$ cat config.mk
export PLATFORM = sky130hd
export DESIGN_NAME = uart_rx_only
export DESIGN_NICKNAME = d
export VERILOG_FILES = /design/src/rtl/uart_rx_only.sv
export SDC_FILE = /design/constraint.sdc
export NUM_CORES = 1
export LEC_CHECK = 0
export CAP_MARGIN = 10
export CORE_MARGIN = 5
export CORE_UTILIZATION = 50
export CTS_BUF_LIST = sky130_fd_sc_hd__clkbuf_16
export CTS_CLUSTER_SIZE = 12
export DETAILED_ROUTE_END_ITERATION = 6
export PLACE_DENSITY = 0.73
export REMOVE_ABC_BUFFERS = 1
export SLEW_MARGIN = 0
export SYNTH_ARGS = -nofsm -noshare
export SYNTH_HDL_FRONTEND = slang
export SYNTH_SLANG_ARGS = --single-unit
$ cat constraint.sdc
create_clock -name clk10mhz -period 2.1 [get_ports clk10mhz]
set_clock_uncertainty 0.2 [all_clocks]
set_input_delay 0.42 -clock clk10mhz [delete_from_list [all_inputs] [get_ports clk10mhz]]
set_output_delay 0.42 -clock clk10mhz [all_outputs]
set_load 0.05 [all_outputs]
$ cat src/rtl/uart_rx_only.sv
// 8N1 UART receiver with mid-bit sampling on the system clock.
// Bytes are held on a level-valid/acknowledge interface with framing-error and overrun pulses.
module uart_rx_only #(
   parameter int unsigned CLKS_PER_BIT = 87,
   parameter int unsigned HALF_BIT     = CLKS_PER_BIT / 2
) (
   input  logic       clk10mhz,
   input  logic       rst,
   input  logic       uRx,
   output logic [7:0] rxData8,
   output logic       rxValid,
   input  logic       rxAck,
   output logic       rxBusy,
   output logic       rxFrameErr,
   output logic       rxOverrun
);

   localparam logic [2:0] StIdle  = 3'd0;
   localparam logic [2:0] StStart = 3'd1;
   localparam logic [2:0] StData  = 3'd2;
   localparam logic [2:0] StStop  = 3'd3;
   localparam logic [2:0] StBreak = 3'd4;

   localparam logic [15:0] HalfLast = 16'(HALF_BIT - 1);
   localparam logic [15:0] BitLast  = 16'(CLKS_PER_BIT - 1);

   logic        rxMeta;
   logic        rxS;
   logic [2:0]  stateQ;
   logic [2:0]  stateD;
   logic [15:0] clkCntQ;
   logic [15:0] clkCntD;
   logic [2:0]  bitIdxQ;
   logic [2:0]  bitIdxD;
   logic [7:0]  shiftQ;
   logic [7:0]  shiftD;
   logic        loadPendQ;
   logic        loadD;
   logic        frameErrD;

   always_comb begin
      stateD    = stateQ;
      clkCntD   = clkCntQ + 16'd1;
      bitIdxD   = bitIdxQ;
      shiftD    = shiftQ;
      loadD     = 1'b0;
      frameErrD = 1'b0;
      case (stateQ)
         StIdle: begin
            // The cycle that first sees the start bit counts as clock 0 of the half bit.
            if (!rxS) begin
               stateD  = StStart;
               clkCntD = 16'd1;
            end else begin
               clkCntD = 16'd0;
            end
         end
         StStart: begin
            if (clkCntQ == HalfLast) begin
               clkCntD = 16'd0;
               bitIdxD = 3'd0;
               stateD  = rxS ? StIdle : StData;
            end
         end
         StData: begin
            if (clkCntQ == BitLast) begin
               clkCntD         = 16'd0;
               shiftD[bitIdxQ] = rxS;
               bitIdxD         = bitIdxQ + 3'd1;
               if (bitIdxQ == 3'd7) begin
                  stateD = StStop;
               end
            end
         end
         StStop: begin
            // Leave mid-stop-bit so a back-to-back start edge is not missed.
            if (clkCntQ == BitLast) begin
               clkCntD   = 16'd0;
               stateD    = rxS ? StIdle : StBreak;
               loadD     = rxS;
               frameErrD = !rxS;
            end
         end
         StBreak: begin
            clkCntD = 16'd0;
            if (rxS) begin
               stateD = StIdle;
            end
         end
         default: begin
            stateD  = StIdle;
            clkCntD = 16'd0;
         end
      endcase
   end

   always_ff @(posedge clk10mhz) begin
      if (rst) begin
         rxMeta     <= 1'b1;
         rxS        <= 1'b1;
         stateQ     <= StIdle;
         clkCntQ    <= 16'd0;
         bitIdxQ    <= 3'd0;
         shiftQ     <= 8'h00;
         loadPendQ  <= 1'b0;
         rxData8    <= 8'h00;
         rxValid    <= 1'b0;
         rxBusy     <= 1'b0;
         rxFrameErr <= 1'b0;
         rxOverrun  <= 1'b0;
      end else begin
         rxMeta     <= uRx;
         rxS        <= rxMeta;
         stateQ     <= stateD;
         clkCntQ    <= clkCntD;
         bitIdxQ    <= bitIdxD;
         shiftQ     <= shiftD;
         loadPendQ  <= loadD;
         rxBusy     <= (stateD != StIdle);
         rxFrameErr <= frameErrD;
         rxOverrun  <= 1'b0;
         // A load on the same cycle as rxAck wins and is not an overrun.
         if (loadPendQ) begin
            rxData8   <= shiftQ;
            rxValid   <= 1'b1;
            rxOverrun <= rxValid && !rxAck;
         end else if (rxAck) begin
            rxValid <= 1'b0;
         end
      end
   end

endmodule

---- Word level (Yosys, flattened, before mapping) ----
Cells that the tools add are included.
word-level totals
  register bits ........................... 45
  input port bits ......................... 4
operators by class
  add/sub/neg operators ................... 2
  order comparisons ....................... 2
  equal/unequal tests ..................... 9
  muxes and demuxes ....................... 21
  bitwise gates (word level) .............. 3
  reductions and logical operators ........ 13
operators with widths
  cell                   number
  $pmux 16 s3            1
  $mux 16                2
  $mux 3                 9
  $add 16x1->16 const B  1
  $eq 16x6->1 const B    1
  $eq 16x7->1 const B    1
  $pmux 3 s5             1
  $bwmux 8               1
  $eq 3x2->1 const B     2
  $eq 3x3->1 const B     2
  $pmux 3 s2             1
  $lt 3x4->1 const B     1
  $mux 1                 4
  $ne 2x2->1 const B     2
  $reduce_bool 2->1      2
  $reduce_or 2->1        2
  $add 3x1->3 const B    1
  $demux 1 s3            1
  $eq 3x1->1 const B     1
  $ge 3x1->1 const B     1
  $logic_not 3->1        1
  $not 1->1              3
  $reduce_and 3->1       1
  $reduce_bool 3->1      1
  5 further kinds        7

---- Longest topological paths before layout ----
Gate-level depths: netlist of run 1.
  word-level depth ........................ 5
  depth in mapped cells ................... 9
  gate-level depth less buffers ........... 7

---- Worst setup path after synthesis of run 1 ----
Ideal clock, no wire load.
  path type ............................... flip-flop to flip-flop
  start ................................... register clkCntQ[0]
  end ..................................... register rxBusy
  data arrival time ....................... 1.699 ns
  data required time ...................... 1.773 ns
  path slack .............................. 0.074 ns
  cell stages (with the launch flop) ...... 9
  period minus slack after synthesis ...... 2.026 ns
  cell sequence ........................... dfxtp_1 inv_1 ha_1 nor4bb_1 and4_1 buf_6 and2_4 a22o_1 or3_1
on the way
  longest elaborated chain between the ends .. 4
  elaborated cells between the ends (all ways) .. 7
  those cells by class .................... 2 x eq/ne; 4 x mux; 1 x reduce/logical
RTL lines
  what                                        line        source
  start, declared                             31          logic [15:0] clkCntQ;
  start signal, assigned                      115         clkCntQ <= clkCntD;
  $eq 16x7->1 or $eq 16x6->1 (tied branches)  66, 77, 59
  $mux 3 (on tied branches)                   77, 59, 66
  $pmux 3 s5 *                                48          case (stateQ)
  $reduce_bool 3->1 *                         119         rxBusy <= (stateD != StIdle);
  end signal, assigned                        119
  end, declared                               13          output logic rxBusy,
Mark *: on every way between the ends. The rest lies on a longest branch, timed or not.
A chain may end at the register's enable or synchronous reset.

---- Worst setup path in the final report of run 1 ----
  start ................................... register rxBusy
  end ..................................... output port rxBusy
No word-level cell between the ends.

==> metrics.yaml, run 1 <==
sta:
  rsz0062_at_grt: "no"
  report.final.slew_viol_count: 0
  maxSlewHeadroom_pct: 65.83
  fmaxAchievable_ghz: 0.4916
  hold_viol: 0
  finalHoldWorstSlack_ns: 0.2127
  report.final.setup_viol: 0
  finalWorstSetupSlack_ns: 0.06596
  layout_worst_path_cycle_share_pct: 96.86
  worst-slew-pin-transition_ns: 0.5118
  timing.setup.tns_ns: 0
  min_clock_period_post_route_ns: 2.034
logic_synthesis:
  synth.most_common_cell: "dfxtp_1"
  synthDominantAreaCellType: "dfxtp_1"
  synth-seq-cells: 45
  post_synth_main_area_contributors: "dfxtp_1, nor2_1, mux2i_1"
  synth_ff_type: "dfxtp_1"
  ys_warn_count: 0
  seq_area_frac_synth_pct: 45.20
  synth_area_per_cell_sq_um: 9.537
  synth_common_cells: "dfxtp_1, nor2_1, nand3_1, nor2b_1, mux2i_1"
  synth_top_area_share_pct: 45.20
  synth-edff-count: 0
  synthesis.area_sq_um: 1993
  synthesized_instance_count: 209
  synthDistinctLibCells: 42
  synth_async_sr_flop_share_pct: 0
cells_and_area:
  fin_nets: 244
  register_area_sq_um: 900.9
  multi_input_comb_area_sq_um: 1033
  flow.area_growth_from_synthesis_pct: 21.22
  fillers: 342
  antennaDiodeCount: 0
  layout.cells.non_filler: 286
  final_core_utilization_pct: 61.28
  drive_above_1_share_pct: 16.95
  final_cell_area_sq_um: 2416
run:
  maximum_capacitance_violations: 0
place:
  total_placed_cells_including_tap_cells: 279
  gpl.final_weighted_congestion: 0.7985
  preCtsSetupSlack_ns: -0.01048
  dp_hpwl_mm: 2.413
  port-buffer-count: 15
  dpl-instance-area_sq_um: 2232
clock_network:
  worst_setup_hold_path_clk_slew_ns: 0.06
  clkSinkCount: 45
  tritoncts: "yes"
  number_of_h_tree_levels: 2
  cts_buffers: 5
  clock_latency_ns: 0.28
  cts_max_path_buffers: 2
  ctsRootBufferMaster: "clkbuf_16"
  cts_setup_buffers: 0
power_and_ir_drop:
  vdd_ir_drop_max_mv: 0.5035
  leakagePower_nw: 0.9234
  power-per-cell-area_nw_per_um2: 732.6
  power_mw: 1.770
global_routing:
  grt_util_all_layers_pct: 14.60
  grt_max_degree: 14
  grt_first_pass_wirelength_mm: 6.120
  antenna_violations_before_repair: 0
  grt_overflow: 0
  number_of_global_route_vias_before_repair: 1440
drt:
  drt-pass1-iter-count: 4
  wl_per_cell_microns: 11.73
  detail-route-antenna-nets: 0
  drc: 0
  detail_route.vias_per_cell: 5.045
  routed-via-count: 1443
  drt-initial-drc-count: 80
  totalWireLength_mm: 3.354
critical_path:
  endpoint_kind: "output port"
  timing.critical_path.from_type: "flop"
  critical_path.cell_chain: "clkdlybuf4s50_1"
  timing.critical_path.slowest_stage_cell: "clkdlybuf4s50_1"
  cp_num_buf_inv: 1
  arrival_ns: 1.41
  crit_path_max_incr_delay_ns: 0.80
  cp_data_required_time_ns: 1.48
  criticalPathCategory: "flop to output port"
  worst-path-max-fanout: 1
  cpLargestDelayFamily: "buffers and inverters"
floorplan:
  die_area_sq_um: 5349
  rows: 23
  io-pin-count: 16
  initial_core_util_pct: 50.56
  die_height_microns: 73.14
  core-area_sq_um: 3943
  die_width_microns: 73.14
status:
  run_status: "completed"
hold_path:
  classification_of_the_worst_slack_hold_path: "flop to flop"
## layout make-up
class | count | share of cell area [%]
Multi-Input combinational cell | 150 | 42.78
Sequential cell | 45 | 37.29
Timing Repair Buffer | 29 | 9.943
Clock buffer | 5 | 5.179
Tap cell | 50 | 2.589
Clock inverter | 2 | 1.450
Inverter | 5 | 0.7768
## final timing paths
check	end	cells past startpoint	startpoint	slack, ns
max	rxBusy	1	rxBusy$_SDFF_PP0_	0.07
min	rxS$_SDFF_PP1_	1	rxMeta$_SDFF_PP1_	0.21
max reg2reg	rxBusy$_SDFF_PP0_	7	clkCntQ[0]$_SDFF_PP0_	0.13
min reg2reg	rxS$_SDFF_PP1_	1	rxMeta$_SDFF_PP1_	0.21
## layout by cell type, fill, tap and decap left out, drive strengths merged, types with 8 or more instances in the layout
| cell type | synthesis | layout |
|---|---|---|
| nand3 | 12 | 12 |
| nand2 | 9 | 9 |
| xor2 | 9 | 9 |
| nor2b | 12 | 12 |
| dfxtp | 45 | 45 |
| nor2 | 35 | 35 |
| mux2i | 10 | 10 |
| clkdlybuf4s50 | 0 | 9 |
| mux2 | 8 | 8 |
| buf | 4 | 20 |
## flip-flops by register name, summed over array words and instances (netlist names)
name	flops
bitIdxQ	3
clkCntQ	16
loadPendQ	1
rxBusy	1
rxData8	8
rxFrameErr	1
rxMeta	1
rxOverrun	1
rxS	1
rxValid	1
shiftQ	8
stateQ	3
## where the power goes
part	leakage [nW]	switching (mW)	total, mW	internal (mW)
Clock	0.0797	0.306	0.858	0.552
Combinational	0.481	0.0262	0.0478	0.0216
Sequential	0.363	0.00602	0.865	0.859
## per-layer routing
layer / track usage (%) / wire length [microns] / part of all wire [%] / vias to the layer above
met5: 0 / 0 / 0 / -
met3: 4.821 / 150 / 4.5 / 7
met2: 25.32 / 1584 / 47 / 20
met1: 16.45 / 1558 / 46 / 645
li1: - / - / - / 771
met4: 5.533 / 61 / 1.8 / 0
## kinds of logic after synthesis
| kind of cell | count (synthesis) | share of synthesized area [%] |
|---|---|---|
| compound gates | 11 | 3.516 |
| xor+xnor | 14 | 6.152 |
| fa+ha+maj | 4 | 2.511 |
| buf+inv | 14 | 4.143 |
| flops | 45 | 45.20 |
| mux | 18 | 9.542 |
| simple gates | 103 | 28.94 |
## repair_timing
item / CTS / global route
endpoints found under the setup margin: 3 / 11
pin swaps: 0 / 3
hold buffers: 0 / 0
gates resized for setup: 1 / 6
Note: power is estimated with default switching activity, not from simulation.
==> run 2: changes to the inputs <==
--- a/config.mk
+++ b/config.mk
@@ -11,6 +11,7 @@
 export CTS_BUF_LIST = sky130_fd_sc_hd__clkbuf_16
 export CTS_CLUSTER_SIZE = 12
 export DETAILED_ROUTE_END_ITERATION = 6
+export GPL_ROUTABILITY_DRIVEN = 0
 export PLACE_DENSITY = 0.73
 export REMOVE_ABC_BUFFERS = 1
 export SLEW_MARGIN = 0
==> results of run 2 <==
No change in the layout: final DEF, timing and power equal those of run 1.
==> run 3: changes to the inputs <==
--- a/config.mk
+++ b/config.mk
@@ -13,7 +13,6 @@
 export DETAILED_ROUTE_END_ITERATION = 6
 export GPL_ROUTABILITY_DRIVEN = 0
 export PLACE_DENSITY = 0.73
-export REMOVE_ABC_BUFFERS = 1
 export SLEW_MARGIN = 0
 export SYNTH_ARGS = -nofsm -noshare
 export SYNTH_HDL_FRONTEND = slang
==> run 3 against run 2 <==
  * Count of clock-buffer cells in the layout is the same
  * Maximum frequency grew 0.37%
  * Critical path depth is the same
  * Combinational power grew 0.8%
  * Largest power group unchanged
==> metrics.yaml, run 3 (same netlist as run 1, synthesis figures left out) <==
floorplan:
  io-pin-count: 16  # unchanged
  die_area_sq_um: 5349  # unchanged
  initial_core_util_pct: 50.56  # unchanged
  core-area_sq_um: 3943  # unchanged
  rows: 23  # unchanged
  die_height_microns: 73.14  # unchanged
  die_width_microns: 73.14  # unchanged
global_routing:
  antenna_violations_before_repair: 0  # unchanged
  global_route.usage.met2_pct: 22.54  # was 25.32%
  use_met3_pct: 4.683  # was 4.821%
  grt_first_pass_wirelength_mm: 6.334  # was 6.120 mm
  global_route.peak_usage_layer: "met2"  # unchanged
  grt_overflow: 0  # unchanged
  grt_max_degree: 24  # was 14
  globalRouteMet1Util_pct: 20.66  # was 16.45%
  grt_util_all_layers_pct: 15.53  # was 14.60%
  number_of_global_route_vias_before_repair: 1368  # was 1440
hold_path:
  hold_path_startpoint: "rxMeta$_SDFF_PP1_"  # unchanged
  holdPathStages: 1  # unchanged
  worstHoldEndpoint: "rxS$_SDFF_PP1_"  # unchanged
  classification_of_the_worst_slack_hold_path: "flop to flop"  # unchanged
cells_and_area:
  flow.area_growth_from_synthesis_pct: 19.52  # was 21.22%
  largest_register_ffs: 16  # unchanged
  final_core_utilization_pct: 60.43  # was 61.28%
  largest_register: "clkCntQ"  # unchanged
  mostFrequentLayoutCell: "dfxtp_1"  # unchanged
  drive_above_1_share_pct: 15.55  # was 16.95%
  final_cell_area_sq_um: 2382  # was 2416 sq um
  antennaDiodeCount: 0  # unchanged
  reg.largest.list: "clkCntQ (16), rxData8 (8), shiftQ (8)"  # unchanged
  layout.cells.non_filler: 288  # was 286
  most-common-layout-cells: "dfxtp_1, nor2_1, buf_4, nand3_1, nor2b_1"  # unchanged
  fin_nets: 245  # was 244
clock_network:
  clkSinkCount: 45  # unchanged
  tritoncts: "yes"  # unchanged
  cts_buffers: 5  # unchanged
  ctsRootBufferMaster: "clkbuf_16"  # unchanged
  clock_latency_ns: 0.28  # about the same
  number_of_h_tree_levels: 2  # unchanged
  holdBufCountCts: 0  # unchanged
  worst_setup_hold_path_clk_slew_ns: 0.06  # about the same
  cts_max_path_buffers: 2  # unchanged
critical_path:
  r2r_cells: 7  # unchanged
  cp_data_required_time_ns: 1.48  # about the same
  reg2reg_slack_ns: 0.08  # was 0.13 ns
  criticalPathCategory: "flop to output port"  # unchanged
  timing.critical_path.slowest_stage_cell: "clkdlybuf4s50_1"  # unchanged
  endpoint_kind: "output port"  # unchanged
  crit_path_max_incr_delay_ns: 0.80  # about the same
  cpLargestDelayFamily: "buffers and inverters"  # unchanged
  cp_num_buf_inv: 1  # unchanged
  worst-path-max-fanout: 2  # was 1
  critical_path.reg2reg.endpoint: "rxBusy$_SDFF_PP0_"  # unchanged
  critical_path.cell_chain: "clkdlybuf4s50_1"  # unchanged
  rr_startpoint: "clkCntQ[0]$_SDFF_PP0_"  # unchanged
  arrival_ns: 1.41  # about the same
  timing.critical_path.from_type: "flop"  # unchanged
sta:
  fmaxAchievable_ghz: 0.4934  # was 0.4916 GHz
  timing.setup.tns_ns: 0  # unchanged
  report.final.setup_viol: 0  # unchanged
  finalWorstSetupSlack_ns: 0.07339  # was 0.06596 ns
  layout_worst_path_cycle_share_pct: 96.51  # was 96.86%
  worst-slew-pin-transition_ns: 0.5538  # was 0.5118 ns
  finalHoldWorstSlack_ns: 0.2065  # was 0.2127 ns
  min_clock_period_post_route_ns: 2.027  # was 2.034 ns
  maxSlewHeadroom_pct: 63.03  # was 65.83%
  report.final.slew_viol_count: 0  # unchanged
  hold_viol: 0  # unchanged
drt:
  drc: 0  # unchanged
  routed-via-count: 1466  # was 1443
  wl_per_cell_microns: 12.53  # was 11.73 microns
  detail-route-antenna-nets: 0  # unchanged
  drt-pass1-iter-count: 4  # unchanged
  totalWireLength_mm: 3.610  # was 3.354 mm
  drt-initial-drc-count: 53  # was 80
  detail_route.vias_per_cell: 5.090  # was 5.045
run:
  maximum_capacitance_violations: 0  # unchanged
place:
  port-buffer-count: 15  # unchanged
  dpl-instance-area_sq_um: 2230  # was 2232 sq um
  preCtsSetupSlack_ns: -0.05072  # was -0.01048 ns
  dp_hpwl_mm: 2.566  # was 2.413 mm
  total_placed_cells_including_tap_cells: 279  # unchanged
power_and_ir_drop:
  leakagePower_nw: 0.9280  # was 0.9234 nW
  vdd_ir_drop_max_mv: 0.4171  # was 0.5035 mV
  power-per-cell-area_nw_per_um2: 688.2  # was 732.6 nW/um^2
  power_mw: 1.640  # was 1.770 mW
logic_synthesis:
  synth_nets: 217
status:
  run_status: "completed"  # unchanged
-- run 3: area by class of cell --
class	instances	area, sq um
Fill cell	363	1560
Multi-Input combinational cell	150	1018
Sequential cell	45	900.9
Timing Repair Buffer	30	245.2
Clock buffer	5	125.1
Tap cell	50	62.56
Inverter	5	18.77
Clock inverter	3	11.26
-- run 3: metal layers --
metal / vias to the layer above / part of all wire, %
li1: 769 / -
met1: 660 / 50
met2: 30 / 43
met3: 7 / 5.3
met4: 0 / 2.2
met5: - / 0
-- run 3: worst max path at each step --
stage,from,slack [ns],to,cells after the start
4_1_cts,rxData8[3]$_SDFFE_PP0P_,0.06,rxData8[3],1
6_report,rxData8[3]$_SDFFE_PP0P_,0.07,rxData8[3],1
3_5_place_dp,clkCntQ[0]$_SDFF_PP0_,-0.05,rxBusy$_SDFF_PP0_,7
3_3_place_gp,rst,0.04,rxBusy$_SDFF_PP0_,6
5_1_grt,clkCntQ[0]$_SDFF_PP0_,-0.004,rxBusy$_SDFF_PP0_,7
2_1_floorplan,clkCntQ[0]$_SDFF_PP0_,0.07,rxBusy$_SDFF_PP0_,8
-- run 3: what timing repair did --
item / in CTS / in global routing
buffers inserted: 0 / 1
setup endpoints to repair: 6 / 1
pin swaps: 2 / 2
gates resized for setup: 3 / 0
-- run 3: report_power, final --
group	switching [mW]	internal (mW)	leakage [nW]
sequential	0.00583	0.859	0.363
combinational	0.0269	0.0213	0.487
clock	0.299	0.428	0.0776
